## src/rtl/hypervisor_ctrl.sv

```systemverilog
// hypervisor_ctrl: decodes the 64-byte hypervisor window ($D640-$D67F),
// holds the user-context shadow registers, raises the hypervisor trap and
// streams the shadow bytes back to the CPU on hypervisor exit.
// Optional feature macro: HYPER_USER_TRAP_EN. When it is defined, user-mode
// writes to the window latch a trap reason and raise hyp. When it is not
// defined, hyp is tied low and user-mode writes are ignored.
module hypervisor_ctrl #(
    parameter int NUM_SHADOW = 16
) (
    input  logic       clk,
    input  logic       reset,
    input  logic       hyper_cs,
    input  logic [7:0] hyper_addr,
    input  logic [7:0] hyper_io_data_i,
    output logic [7:0] hyper_data_o,
    input  logic       cpu_write,
    input  logic       ready,
    input  logic       hyper_mode,
    output logic       hyp,
    output logic       load_user_reg,
    output logic [7:0] user_mapper_reg
);

    localparam logic [5:0] OFF_REASON = 6'h3E;
    localparam logic [5:0] OFF_EXIT   = 6'h3F;
    localparam int         IDX_W      = (NUM_SHADOW > 1) ? $clog2(NUM_SHADOW) : 1;
    localparam logic [IDX_W-1:0] IDX_LAST = IDX_W'(NUM_SHADOW - 1);

    typedef enum logic {
        S_IDLE,
        S_RESTORE
    } state_t;

    logic [7:0]       regs_reg [64];
    state_t           state_reg;
    logic [IDX_W-1:0] idx_reg;

    logic [5:0] offset;
    logic       acc;
    logic       hv_write;
    logic       hv_store;
    logic       exit_write;
    logic       trap_write;
    logic       unused_addr_hi;

    // The window is 64 bytes, so only the low six address bits select a register.
    assign offset         = hyper_addr[5:0];
    assign unused_addr_hi = ^hyper_addr[7:6];

    assign acc        = hyper_cs & ready;
    assign hv_write   = acc & cpu_write & hyper_mode;
    assign hv_store   = hv_write & (offset != OFF_REASON) & (offset != OFF_EXIT);
    assign exit_write = hv_write & (offset == OFF_EXIT);

`ifdef HYPER_USER_TRAP_EN
    logic hyp_reg;

    assign trap_write = acc & cpu_write & ~hyper_mode;
    assign hyp        = hyp_reg;

    // Trap request: set by a user-mode write, held until the CPU is seen in
    // hypervisor mode; hypervisor mode takes priority as it acknowledges the trap.
    always_ff @(posedge clk) begin
        if (!reset) begin
            hyp_reg <= 1'b0;
        end else if (hyper_mode) begin
            hyp_reg <= 1'b0;
        end else if (trap_write) begin
            hyp_reg <= 1'b1;
        end
    end
`else
    assign trap_write = 1'b0;
    assign hyp        = 1'b0;
`endif

    // Register file: hypervisor stores go anywhere except the reason/exit
    // slots; the reason slot is written only by a trapping user write.
    always_ff @(posedge clk) begin
        if (!reset) begin
            for (int i = 0; i < 64; i++) begin
                regs_reg[i] <= 8'h00;
            end
        end else begin
            if (hv_store) begin
                regs_reg[offset] <= hyper_io_data_i;
            end
            if (trap_write) begin
                regs_reg[OFF_REASON] <= {2'b00, offset};
            end
        end
    end

    // Registered bus read: user mode sees 0xFF, the exit trigger reads as 0x00.
    always_ff @(posedge clk) begin
        if (!reset) begin
            hyper_data_o <= 8'h00;
        end else if (acc && !cpu_write) begin
            if (!hyper_mode) begin
                hyper_data_o <= 8'hFF;
            end else if (offset == OFF_EXIT) begin
                hyper_data_o <= 8'h00;
            end else begin
                hyper_data_o <= regs_reg[offset];
            end
        end
    end

    // Restore sequencer: one shadow byte per ready cycle, outputs registered
    // so user_mapper_reg lines up with load_user_reg.
    always_ff @(posedge clk) begin
        if (!reset) begin
            state_reg       <= S_IDLE;
            idx_reg         <= '0;
            load_user_reg   <= 1'b0;
            user_mapper_reg <= 8'h00;
        end else begin
            case (state_reg)
                S_IDLE: begin
                    load_user_reg <= 1'b0;
                    idx_reg       <= '0;
                    if (exit_write) begin
                        state_reg <= S_RESTORE;
                    end
                end
                S_RESTORE: begin
                    if (ready) begin
                        load_user_reg   <= 1'b1;
                        user_mapper_reg <= regs_reg[6'(idx_reg)];
                        if (idx_reg == IDX_LAST) begin
                            state_reg <= S_IDLE;
                            idx_reg   <= '0;
                        end else begin
                            idx_reg <= idx_reg + 1'b1;
                        end
                    end else begin
                        load_user_reg <= 1'b0;
                    end
                end
                default: begin
                    state_reg     <= S_IDLE;
                    load_user_reg <= 1'b0;
                end
            endcase
        end
    end

endmodule

```

## config.mk

```make
export PLATFORM = sky130hd
export DESIGN_NAME = hypervisor_ctrl
export DESIGN_NICKNAME = d
export VERILOG_FILES = /design/src/rtl/hypervisor_ctrl.sv
export SDC_FILE = /design/constraint.sdc
export NUM_CORES = 1
export LEC_CHECK = 0
export CAP_MARGIN = 15
export CORE_MARGIN = 2
export CORE_UTILIZATION = 40
export CTS_BUF_LIST = sky130_fd_sc_hd__clkbuf_4
export DETAILED_ROUTE_END_ITERATION = 10
export PLACE_DENSITY = 0.56
export SYNTH_ARGS = -nofsm -noshare
export SYNTH_HDL_FRONTEND = slang
export SYNTH_SLANG_ARGS = --single-unit
export TNS_END_PERCENT = 100
```

## constraint.sdc

```tcl
create_clock -name clk -period 3.6 [get_ports clk]
set_clock_uncertainty 0.05 [all_clocks]
set_input_delay 0.54 -clock clk [delete_from_list [all_inputs] [get_ports clk]]
set_output_delay 0.54 -clock clk [all_outputs]
set_load 0.02 [all_outputs]
```

### Yosys cells after proc, flatten, opt, wreduce, memory -nomap -nowiden

Memory sizes are Yosys's and may differ from the RTL's. A register that Yosys moved wholly into a read port is not among the register bits.
Index checks and enable logic that the tools add are counted.

* memory bits (read-only): 0
* flip-flop bits (word level): 14
* memory bits (writable): 512
* latch bits: 0
* word-level logic and storage cells: 41
* memories: 1
* input bits: 22

Memories
* regs_reg: depth 64, bits a word 8, rd ports 2, clocked after Yosys merged registers in 1, write ports 64, RTL line 34 `logic [7:0] regs_reg [64];`

* $lt $le $gt $ge: 0
* bitwise logic cells: 7
* shift operators: 0
* multipliers: 0
* div/mod/pow operators: 0
* eq/ne operators: 5
* add/sub/neg operators: 1
* reduce and logical (&&, ||, !) cells: 5
* mux-type cells: 18

Operators by type and width (count)
* $mux 8: 3
* $ne 6x6->1 const B: 2
* $mux 1: 9
* $mux 4: 2
* $pmux 4 s2: 1
* $reduce_or 8->1: 1
* $and 1x1->1: 6
* $eq 6x6->1 const B: 1
* $mux 6: 1
* $add 4x1->4 const B: 1
* $eq 4x4->1 const B: 1
* $pmux 1 s2: 2
* $logic_not 1->1: 2
* $ne 2x2->1 const B: 1
* $reduce_and 2->1: 1
* $logic_and 1x1->1: 1
* $not 1->1: 1

### Logic depth before layout (Yosys ltp)

* word-level depth: 10
* mapped depth: 10
* mapped depth without buffers: 5

### Worst setup path before layout

No wires, ideal clock.

* kind: input to register
* from: in hyper_addr[0]
* to: mem regs_reg[17][0] (enable)
* slack: 0.885 ns
* setup time: 0.384 ns
* buffers on the path: 3
* stages: 6
* arrival: 2.281 ns
* required time: 3.166 ns
* path through: buf_2 > buf_2 > nor3b_2 > nand2_1 > clkbuf_1 > o21ai_0

RTL lines
* start: declaration: RTL line 13 `input logic [7:0] hyper_addr,`
* end: declaration: RTL line 34

### Worst setup path after layout

* from: reg hyper_data_o[6]
* to: out hyper_data_o[6]

RTL lines
* start: declaration: RTL line 15 `output logic [7:0] hyper_data_o,`
* start signal: assignment: RTL line 104 `hyper_data_o <= regs_reg[offset];`

No word-level cell between the ends.

==> impl_metrics.py <==
metrics = {
    "status": {
        "status": "finished clean",
    },
    "clock_tree": {
        "cts_root_buf": "clkbuf_4",
        "cts_resized": 0,
        "clockBufferDepth": 3,
        "numCtsBuffers": 146,
        "cts_tree": "yes",
        "cts_sinks": 534,
        "clk-insertion-delay-late_ns": 1.01,
        "path_clk_slew_ns": 0.06,
        "htreeDepth": 4,
    },
    "global_routing": {
        "grt_max_degree": 67,
        "grt_overflow_total": 0,
        "antenna_found_initial": 3,
        "grt_pass1_vias": 17300,
        "grt_usage_pct": 23.2,
        "grt_pass1_wl_um": 112000,
    },
    "sta": {
        "hold_viol_final": 0,
        "drv_slew": 0,
        "setup_viol": 0,
        "finalCriticalPeriod_ns": 2.78,
        "fin_crit_sh_pct": 77.1,
        "clock.fmax_mhz": 360,
        "relSlewSlack_pct": 33.5,
        "rsz0062_at_grt": "no",
        "worst_slew_pin_slew_ns": 0.997,
        "fin_setup_tns_ns": 0,
    },
    "worst_hold_path": {
        "min_path_cells": 3,
        "holdCritStartpoint": "hyper_io_data_i[6]",
        "hold_path.class": "primary input to flop",
        "hold_end": "regs_reg[46][6]",
    },
    "placement": {
        "dp.cells": 2831,
        "place_congestion": 0.903,
        "numPortBuffers": 36,
        "placed_area_um2": 27700,
        "hpwl_um": 50200,
    },
    "yosys": {
        "postSynthCellCount": 1941,
        "netlist_top_cells_area": "edfxtp_1 (60%), and2_1 (12%), mux4_2 (4.8%)",
        "netlist_top_cells_count": "edfxtp_1 (512), and2_1 (501), clkbuf_1 (102)",
        "synth_seq_cells": 534,
        "synth_flop_cell": "edfxtp_1",
        "syn_area_per_cell_um2": 13.3,
        "synth_area_um2": 25700,
        "async_flop_share_pct": 0,
        "synth_top_area_share_pct": 59.8,
        "yosysWarningCount": 0,
        "synth_most_common_cell": "edfxtp_1",
        "yosysTopAreaCell": "edfxtp_1",
        "synth-edff-count": 512,
        "seq_area_frac_synth_pct": 61.5,
        "yosysUniqueCellTypes": 57,
    },
    "cells_and_area": {
        "num-nets-final": 2157,
        "area_growth_pct": 15.5,
        "drive_gt1_share_pct": 25.2,
        "stdcell_area_um2": 29700,
        "largest_reg_flops": 512,
        "layoutNonFillerInstCount": 3097,
        "fillers": 5683,
    },
    "setup_path": {
        "r2r_end": "hyper_data_o[4]",
        "worstSetupStartpointType": "flop",
        "path_max_fanout": 2,
        "crit_type": "flop to output pin",
        "r2r-start": "regs_reg[6][4]",
        "reg2reg_slack_ns": 1.28,
        "crit_chain": "clkdlybuf4s50_1",
        "slowest_stage": "clkdlybuf4s50_1",
        "path_buf_inv": 1,
        "cp.arrival_ns": 2.19,
        "worstRegToRegCells": 5,
        "worst_ep_required_time_ns": 3.01,
        "crit_family": "buffers and inverters",
        "end_kind": "output pin",
        "critPathLaunch": "hyper_data_o[6]",
        "critPathMaxStageDelay_ns": 0.68,
    },
    "floorplan": {
        "die_w_um": 258,
        "start_util_pct": 40.6,
        "ios": 40,
        "fp.dieArea_um2": 66400,
        "core_um2": 63300,
        "placementRows": 92,
        "die_y_um": 258,
    },
    "run": {
        "max_cap_viol_count": 0,
    },
    "power": {
        "power.density_nw_per_um2": 477,
        "ir_worst_vdd_v": 0.000175,
        "p_leak_nw": 10.5,
        "power_mw": 14.2,
    },
    "detailed_routing": {
        "drt_iter0_markers": 1648,
        "post_drt_wl_per_cell_um": 24.5,
        "wirelength_um": 75900,
        "vias_per_cell": 5.53,
        "ant_nets": 0,
        "drt_first_pass_iters": 6,
        "drc": 0,
        "vias": 17100,
    },
}
-- cell usage in the layout, fill, tap and decap left out, drive strengths merged, types with 12 or more instances in the layout --
| master | netlist | layout |
|---|---|---|
| dfxtp | 22 | 22 |
| buf | 62 | 168 |
| a221oi | 48 | 48 |
| mux4 | 56 | 56 |
| nor3 | 17 | 17 |
| o22ai | 52 | 52 |
| nand2 | 52 | 52 |
| clkbuf | 102 | 223 |
| clkinv | 0 | 24 |
| nand2b | 15 | 15 |
| nor2 | 76 | 76 |
| conb | 1 | 17 |
| clkdlybuf4s50 | 0 | 24 |
| nand3b | 19 | 19 |
| mux2 | 97 | 97 |
| a21oi | 28 | 28 |
| o21ai | 88 | 88 |
| and2 | 502 | 502 |
| edfxtp | 512 | 512 |
| a31oi | 14 | 14 |
| o22a | 12 | 12 |
| mux2i | 61 | 61 |
-- stage by stage --
step,setup WS (ns),utilization [%],hold slack (ns)
after floorplan,0.885,-,0.449
after detailed placement,0.462,43.8,0.395
after CTS,0.798,46.9,0.0624
final,0.824,46.9,0.151
after global routing,0.734,46.9,0.0554
after global placement,0.489,43.8,0.397
-- kinds of logic after synthesis --
group           share of synthesized area, %
simple gates                            16.6
compound gates                          7.45
flops                                   61.5
fa+ha+maj                             0.0486
other cells                           0.0146
xor+xnor                              0.0341
buf+inv                                 2.88
mux                                     11.5
-- what timing repair did --
action,CTS,global route
setup buffers,0,0
hold buffers,1,0
hold endpoints to repair,17,0
-- layout make-up --
type	instances	area (µm²)	area share, %
diodes	6	15.0	0.0505
clock buffers	223	1670	5.63
clock inverters	36	317	1.07
inverters	6	22.5	0.0758
multi-input cells	1253	9230	31.1
flip-flops and latches	534	15800	53.2
well taps	846	1060	3.56
repair buffers	193	1580	5.32
-- where the power goes --
group          switching, mW  internal, mW
combinational          0.701         0.413
clock                   2.59          3.25
sequential             0.128          7.10
-- worst max-delay path by stage --
stage | slack [ns] | end | depth (start not counted)
floorplan | 0.89 | regs_reg[17][0] | 6
global placement | 0.49 | hyper_data_o[1] | 8
detailed placement | 0.46 | hyper_data_o[1] | 8
CTS | 0.80 | hyper_data_o[6] | 1
global route | 0.73 | hyper_data_o[6] | 1
finish | 0.82 | hyper_data_o[6] | 1
-- layer usage --
metal | GRT usage, % | part of all wire (%) | vias to the layer above
met3 | 6.46 | 8.4 | 121
met4 | 7.51 | 2.3 | 0
met2 | 37.6 | 48 | 761
met5 | 0 | 0 | -
met1 | 30.3 | 42 | 8554
li1 | - | - | 7690
Power figures use the tool's default switching activity.
